<file path="src/rtl/gpio_port_bank_if.sv">
// Register-access bus for gpio_port_bank: one write port (bit/word/mask modes) and one
// registered read port. The master drives requests; the slave returns rd_data.
interface gpio_port_bank_if #(
    parameter int WIDTH = 8,
    parameter int IDX_W = $clog2(WIDTH)
);
    logic             wr_en;
    logic [1:0]       wr_target;
    logic [1:0]       wr_mode;
    logic [IDX_W-1:0] bit_idx;
    logic             bit_val;
    logic [WIDTH-1:0] wr_data;
    logic [1:0]       rd_target;
    logic [WIDTH-1:0] rd_data;

    modport master (
        output wr_en, wr_target, wr_mode, bit_idx, bit_val, wr_data, rd_target,
        input  rd_data
    );

    modport slave (
        input  wr_en, wr_target, wr_mode, bit_idx, bit_val, wr_data, rd_target,
        output rd_data
    );
endinterface

</file>
<file path="src/rtl/gpio_port_bank.sv">
// GPIO bank: out/dir registers, synchronised pin inputs, registered reads. Edge interrupts
// (irq_en, irq_status, arm counter) are built only when GPIO_IRQ_EN is defined.
module gpio_port_bank #(
    parameter int WIDTH       = 8,
    parameter int SYNC_STAGES = 2
) (
    input  logic             clk,
    input  logic             rst,
    gpio_port_bank_if.slave  bus,
    input  logic [WIDTH-1:0] pin_in,
    output logic [WIDTH-1:0] pin_out,
    output logic [WIDTH-1:0] pin_oe,
    output logic             irq
);
    localparam logic [1:0] T_OUT = 2'd0;
    localparam logic [1:0] T_DIR = 2'd1;
    localparam logic [1:0] T_EN  = 2'd2;
    localparam logic [1:0] T_ST  = 2'd3;
    localparam logic [1:0] M_BIT  = 2'd0;
    localparam logic [1:0] M_WORD = 2'd1;
    localparam logic [1:0] M_SET  = 2'd2;

    logic [WIDTH-1:0] out_q, out_d;
    logic [WIDTH-1:0] dir_q, dir_d;
    logic [WIDTH-1:0] rd_q, rd_d;
    logic [WIDTH-1:0] sync_q [SYNC_STAGES];
    logic [WIDTH-1:0] synced;
    logic [WIDTH-1:0] onehot;
    logic [WIDTH-1:0] st_rd;

    assign synced = sync_q[SYNC_STAGES-1];
    // Shifting past WIDTH yields zero, so out-of-range bit writes become no-ops.
    assign onehot = {{(WIDTH-1){1'b0}}, 1'b1} << bus.bit_idx;

    function automatic logic [WIDTH-1:0] apply_write(
        input logic [WIDTH-1:0] cur,
        input logic [1:0]       mode,
        input logic             val,
        input logic [WIDTH-1:0] mask,
        input logic [WIDTH-1:0] data
    );
        case (mode)
            M_BIT:   return val ? (cur | mask) : (cur & ~mask);
            M_WORD:  return data;
            M_SET:   return cur | data;
            default: return cur & ~data;
        endcase
    endfunction

    always_ff @(posedge clk or negedge rst) begin
        if (!rst) begin
            for (int i = 0; i < SYNC_STAGES; i++) sync_q[i] <= '0;
        end else begin
            sync_q[0] <= pin_in;
            for (int i = 1; i < SYNC_STAGES; i++) sync_q[i] <= sync_q[i-1];
        end
    end

`ifdef GPIO_IRQ_EN
    localparam int ARM_MAX = SYNC_STAGES + 1;
    localparam int ARM_W   = $clog2(ARM_MAX + 1);

    logic [ARM_W-1:0] arm_q, arm_d;
    logic             armed;
    logic [WIDTH-1:0] prev_q;
    logic [WIDTH-1:0] en_q, en_d;
    logic [WIDTH-1:0] st_q, st_d;
    logic [WIDTH-1:0] edge_set;
    logic [WIDTH-1:0] clr_mask;

    // The sync chain leaves reset at 0, so the first SYNC_STAGES+1 cycles may show false edges.
    assign armed    = (arm_q == ARM_W'(ARM_MAX));
    assign edge_set = (synced ^ prev_q) & en_q & {WIDTH{armed}};

    always_comb begin
        arm_d    = armed ? arm_q : arm_q + 1'b1;
        en_d     = en_q;
        clr_mask = '0;
        if (bus.wr_en && bus.wr_target == T_EN)
            en_d = apply_write(en_q, bus.wr_mode, bus.bit_val, onehot, bus.wr_data);
        if (bus.wr_en && bus.wr_target == T_ST)
            clr_mask = (bus.wr_mode == M_BIT) ? (bus.bit_val ? onehot : '0) : bus.wr_data;
        st_d = (st_q & ~clr_mask) | edge_set;
    end

    always_ff @(posedge clk or negedge rst) begin
        if (!rst) begin
            arm_q  <= '0;
            prev_q <= '0;
            en_q   <= '0;
            st_q   <= '0;
        end else begin
            arm_q  <= arm_d;
            prev_q <= synced;
            en_q   <= en_d;
            st_q   <= st_d;
        end
    end

    assign st_rd = st_q;
    assign irq   = |st_q;
`else
    assign st_rd = '0;
    assign irq   = 1'b0;
`endif

    always_comb begin
        out_d = out_q;
        dir_d = dir_q;
        if (bus.wr_en && bus.wr_target == T_OUT)
            out_d = apply_write(out_q, bus.wr_mode, bus.bit_val, onehot, bus.wr_data);
        if (bus.wr_en && bus.wr_target == T_DIR)
            dir_d = apply_write(dir_q, bus.wr_mode, bus.bit_val, onehot, bus.wr_data);
        case (bus.rd_target)
            T_OUT:   rd_d = out_q;
            T_DIR:   rd_d = dir_q;
            T_EN:    rd_d = synced;
            default: rd_d = st_rd;
        endcase
    end

    always_ff @(posedge clk or negedge rst) begin
        if (!rst) begin
            out_q <= '0;
            dir_q <= '0;
            rd_q  <= '0;
        end else begin
            out_q <= out_d;
            dir_q <= dir_d;
            rd_q  <= rd_d;
        end
    end

    assign bus.rd_data = rd_q;
    assign pin_out     = out_q;
    assign pin_oe      = dir_q;
endmodule

</file>
<file path="src/flat_wrapper.sv">
// flat-port wrapper written by rule: the top's interface ports become plain ports
module gpio_port_bank_flat 
#(
    parameter int WIDTH       = 8,
    parameter int SYNC_STAGES = 2
)
  (clk, rst, pin_in, pin_out, pin_oe, irq, bus_wr_en, bus_wr_target, bus_wr_mode, bus_bit_idx, bus_bit_val, bus_wr_data, bus_rd_target, bus_rd_data);
  gpio_port_bank_if #(.WIDTH(WIDTH)) bus_i ();
  input  logic clk;
  input  logic rst;
  input  logic [WIDTH-1:0] pin_in;
  output logic [WIDTH-1:0] pin_out;
  output logic [WIDTH-1:0] pin_oe;
  output logic irq;
  input wire logic [$bits(bus_i.wr_en)-1:0] bus_wr_en;
  input wire logic [$bits(bus_i.wr_target)-1:0] bus_wr_target;
  input wire logic [$bits(bus_i.wr_mode)-1:0] bus_wr_mode;
  input wire logic [$bits(bus_i.bit_idx)-1:0] bus_bit_idx;
  input wire logic [$bits(bus_i.bit_val)-1:0] bus_bit_val;
  input wire logic [$bits(bus_i.wr_data)-1:0] bus_wr_data;
  input wire logic [$bits(bus_i.rd_target)-1:0] bus_rd_target;
  output wire logic [$bits(bus_i.rd_data)-1:0] bus_rd_data;
  assign bus_i.wr_en = bus_wr_en;
  assign bus_i.wr_target = bus_wr_target;
  assign bus_i.wr_mode = bus_wr_mode;
  assign bus_i.bit_idx = bus_bit_idx;
  assign bus_i.bit_val = bus_bit_val;
  assign bus_i.wr_data = bus_wr_data;
  assign bus_i.rd_target = bus_rd_target;
  assign bus_rd_data = bus_i.rd_data;
  gpio_port_bank #(.WIDTH(WIDTH), .SYNC_STAGES(SYNC_STAGES)) u_core (.clk(clk), .rst(rst), .bus(bus_i), .pin_in(pin_in), .pin_out(pin_out), .pin_oe(pin_oe), .irq(irq));
endmodule
</file>
<file path="config.mk">
export PLATFORM = sky130hd
export DESIGN_NAME = gpio_port_bank_flat
export DESIGN_NICKNAME = d
export VERILOG_FILES = /design/src/rtl/gpio_port_bank_if.sv /design/src/rtl/gpio_port_bank.sv /design/src/flat_wrapper.sv
export SDC_FILE = /design/constraint.sdc
export NUM_CORES = 1
export LEC_CHECK = 0
export ABC_AREA = 0
export CAP_MARGIN = 0
export CORE_MARGIN = 2
export CORE_UTILIZATION = 51
export CTS_CLUSTER_DIAMETER = 120
export CTS_CLUSTER_SIZE = 10
export DETAILED_ROUTE_END_ITERATION = 10
export PLACE_DENSITY = 0.85
export SYNTH_ARGS = -nofsm -noshare
export SYNTH_HDL_FRONTEND = slang
export SYNTH_SLANG_ARGS = --single-unit
export TNS_END_PERCENT = 30
</file>
<file path="constraint.sdc">
create_clock -name clk -period 1.5 [get_ports clk]
set_input_delay 0.45 -clock clk [delete_from_list [all_inputs] [get_ports clk]]
set_output_delay 0.45 -clock clk [all_outputs]
set_load 0.005 [all_outputs]
</file>
Word-level counts from Yosys, hierarchy flattened
Cells that the tools add are included.

Equality and inequality tests: 5. Shift-type cells: 1. Mux-type cells: 5. Bitwise gates (word level): 10. Reduce and logical (&&, ||, !) cells: 5.

Operator list (number): case mux 8 bit (3 select lines) (3); AND 8 bit (4); bitwise OR 8 bit (4); 2-to-1 mux 8 bit (2); inverter 8 bit (2); << shifter 1 x 3 -> 8 bit, first input constant (1); equality test 2 x 1 -> 1 bit, second input constant (3); zero test 2 bit (3); equality test 2 bit, second input constant (2); logical AND 1 bit (2).

Flip-flop bits (word level): 40. Input port bits: 29. Output and inout port bits: 25. Word-level logic and storage cells: 31.

Logic depth before layout (Yosys ltp)
Depth after elaboration: 5. Depth in mapped cells: 5. Depth with buffers taken out: 3.

Worst setup path after synthesis
OpenSTA, ideal clock, no wires.

Path type: in2reg. Start: input bus_wr_mode[0]. End: register u_core.dir_q[1], in the netlist u_core.pin_oe[1]. Setup time: 0.122 ns. Arrival: 1.282 ns. Required time: 1.378 ns. Setup slack: 0.097 ns. Stages on the path: 4. Path buffers: 1. Path through: buf_2 > xor2_2 > a22o_1 > a32o_1.

Word-level cells in the longest chain between the ends: 2. Elaborated cells between the ends (all ways): 4. Those cells by class: eq/ne: 2; mux: 1; reduce/logical: 1.

RTL lines: start, declared (line flat_wrapper.sv:17) `input wire logic [$bits(bus_i.wr_mode)-1:0] bus_wr_mode;`; equality test 2 bit (tied with other cells) (line gpio_port_bank.sv:42) `case (mode)`; case mux 8 bit (3 select lines) * (line gpio_port_bank.sv:42); end signal, assigned (line gpio_port_bank.sv:129) `dir_q <= dir_d;`; end, declared (line gpio_port_bank.sv:24) `logic [WIDTH-1:0] dir_q, dir_d;`.

Every way passes the cells marked *; elsewhere a longest branch is shown, timed or not. A chain may end at the register's enable or synchronous reset.

Worst setup path after layout
Start: input bus_wr_target[1]. End: register u_core.out_q[0], in the netlist u_core.pin_out[0].

Word-level cells in the longest chain between the ends: 2.

RTL lines: start, declared (line flat_wrapper.sv:16) `input wire logic [$bits(bus_i.wr_target)-1:0] bus_wr_target;`; zero test 2 bit (line gpio_port_bank.sv:110) `if (bus.wr_en && bus.wr_target == T_OUT)`; logical AND 1 bit (line gpio_port_bank.sv:110); end signal, assigned (line gpio_port_bank.sv:128) `out_q <= out_d;`; end, declared (line gpio_port_bank.sv:23) `logic [WIDTH-1:0] out_q, out_d;`.

Every way passes these cells.

==> summary.txt <==
Core ar. -> 3610 µm²
peak supply drop -> 0.869 mV
Clock Skews -> 0.00159 ns
Final Net Count -> 280
I/O pin count -> 54
Slew Limit Fails -> 0
post-synth top area share -> 53.2%
largest net degree at the start of global routing -> 41
synthesis-to-finish area growth -> 49.1%
Total Routing Usage GR -> 26.7%
multi-input logic area -> 846 µm²
Max Cap Viol -> 0
Reg clk slew, reported paths -> 0.08 ns
count leader, synth -> dfrtp_1
Synth Flop Type -> dfrtp_1
Seq cells post-synth -> 40
Seq/Total Area, Yosys -> 53.2%
Synth area leader -> dfrtp_1
status -> finished with violations
clock tree buffer depth -> 2
startpoint types -> input port
failing checks -> setup timing
synth unique cells -> 37
layout cells sized above 1 -> 26.2%
Syn Nets -> 192
Routed Antenna Nets -> 0
Critical Path RT -> 1.68 ns
final setup fails -> 1
Iter 0 DRT Violations -> 130
die height -> 64.7 µm
DR vias/cell -> 6.05
vias in the first global route -> 1855
Total Power -> 2890 µW
fin util -> 77.8%
Synth warnings -> 0
FP Rows -> 22
worst hold path class -> in -> async
htree depth -> 2
antenna violations before repair -> 0
clock sinks -> 40
DRC -> 0
unrepaired setup endpoints after global routing -> true
port bufs -> 52
hold_buf cts -> 0
TritonCTS clock tree -> done
period utilization -> 103%
DRT Wirelength -> 5360 µm
dpl hpwl -> 3820 µm
clock latency on the worst-skew pair -> 0.29 ns
TritonRoute pass-1 iters -> 4
gpl congestion -> 0.891
Die Width -> 64.7 µm
initial core utilization -> 52.2%
register area -> 1000 µm²
pwr dens -> 1030 nW/µm²
R2R Setup Slk -> 0.58 ns
Cells after Synth -> 163
Final TNS setup -> -0.0455 ns
EDFF count, synth -> 0
GR Overflow Total -> 0
Avg Synthesized Cell Area -> 11.5 µm²
die area -> 4190 µm²
Fin. Hold Viols -> 0
top post-synthesis cells by area -> dfrtp_1 53%, o21ai_0 5.6%, a32o_1 4.3%
first-pass GRT wire length -> 8370 µm
Max Fclk -> 647 MHz
Tmin final -> 1.55 ns
Arr. time, crit path -> 1.73 ns
root buf cell -> clkbuf_8
diode count -> 0
crit end category -> flop
Filler cells -> 254
Netlist Area Pre-Place -> 1880 µm²
Num CTS Buffers -> 5
Setup Crit Path Kind -> in -> reg
Async SR Flop Fraction -> 100%
worst setup margin -> -0.0455 ns
Via Count -> 1815
Avg WL per Cell -> 17.9 µm
leakage power -> 0.00126 µW
crit path max fanout -> 8
most frequent cells after synthesis -> 40 x dfrtp_1, 21 x o21ai_0, 11 x nand2_1
[cell usage in the layout (no fill, tap or decap), drive strengths merged, types with 3 or more instances in the layout]
| master | n |
|---|---|
| mux2i | 8 |
| a22o | 4 |
| nor3b | 4 |
| nand4 | 8 |
| a21oi | 8 |
| clkdlybuf4s50 | 19 |
| buf | 41 |
| nand3 | 4 |
| nor2b | 3 |
| nand2 | 11 |
| o22ai | 6 |
| o21ai | 24 |
| dfrtp | 40 |
| nand3b | 4 |
| a32o | 8 |
| dlygate4sd2 | 29 |
| clkbuf | 8 |
[final timing paths]
kind	end	depth (start not counted)	startpoint
min in group clk	u_core.synced[1]	0	u_core.sync_q[9]
max in group asynchronous	u_core.pin_out[0]	2	rst
setup reg to reg	u_core.bus.rd_data[4]	3	u_core.pin_out[4]
setup / recovery	u_core.pin_out[0]	5	bus_wr_target[1]
hold reg to reg	u_core.synced[1]	0	u_core.sync_q[9]
hold / removal	u_core.pin_oe[6]	2	rst
[cells by family after synthesis]
family,share of synthesized area [%]
and+or+nand+nor,17.8
xor gates and xnor gates,0.865
buffers and inverters,3.52
AOI/OAI and AO/OA,20.1
muxes,4.26
other,0.199
DFF,53.2
[area by class of cell]
cell class	count	area share, %
tap	48	2.14
clock buffer	6	2.94
clock inverter	2	0.535
sequential	40	35.7
inverter	1	0.134
timing repair buffer	92	28.4
multi-input combinational	111	30.2
[critical path: stages]
cell	delay, ns
dlygate4sd2_1	0.32
buf_4	0.17
nor4b_4	0.32
o21ai_0	0.18
a32o_1	0.28
[timing repair]
action | CTS | global route
endpoints found under the setup margin | 40 | 16
pin swaps | 2 | 2
setup buffers | 12 | 1
gates resized for setup | 33 | 9
[power by group]
part / switching, µW / internal (µW)
logic: 350 / 465
registers: 93.7 / 1240
clock network: 377 / 372
total: 821 / 2070
[per-stage QoR]
step / instance area (µm²) / hold WS [ns] / std cells / setup slack (ns)
after floorplan: 1880 / 0.154 / 163 / 0.0969
after global placement: 2620 / 0.331 / 279 / -0.499
after detailed placement: 2620 / 0.336 / 279 / -0.545
after CTS: 2790 / 0.122 / 299 / 0.0175
after global routing: 2810 / 0.127 / 300 / -0.0356
final: 2810 / 0.117 / 300 / -0.0455
[flip-flops by register name, summed over array words and instances (netlist names)]
register,flops
u_core.bus.rd_data,8
u_core.pin_oe,8
u_core.pin_out,8
u_core.sync_q,8
u_core.synced,8
[metal layers]
metal  global-route usage [%]  vias to the layer above  routed length [µm]
li1                         -                      804                   -
met1                     29.8                      875                1940
met2                     48.6                      114                2760
met3                     5.03                       22                 473
met4                     12.8                        0                 193
met5                        0                        -                   0
(Power assumes the default switching activity.)
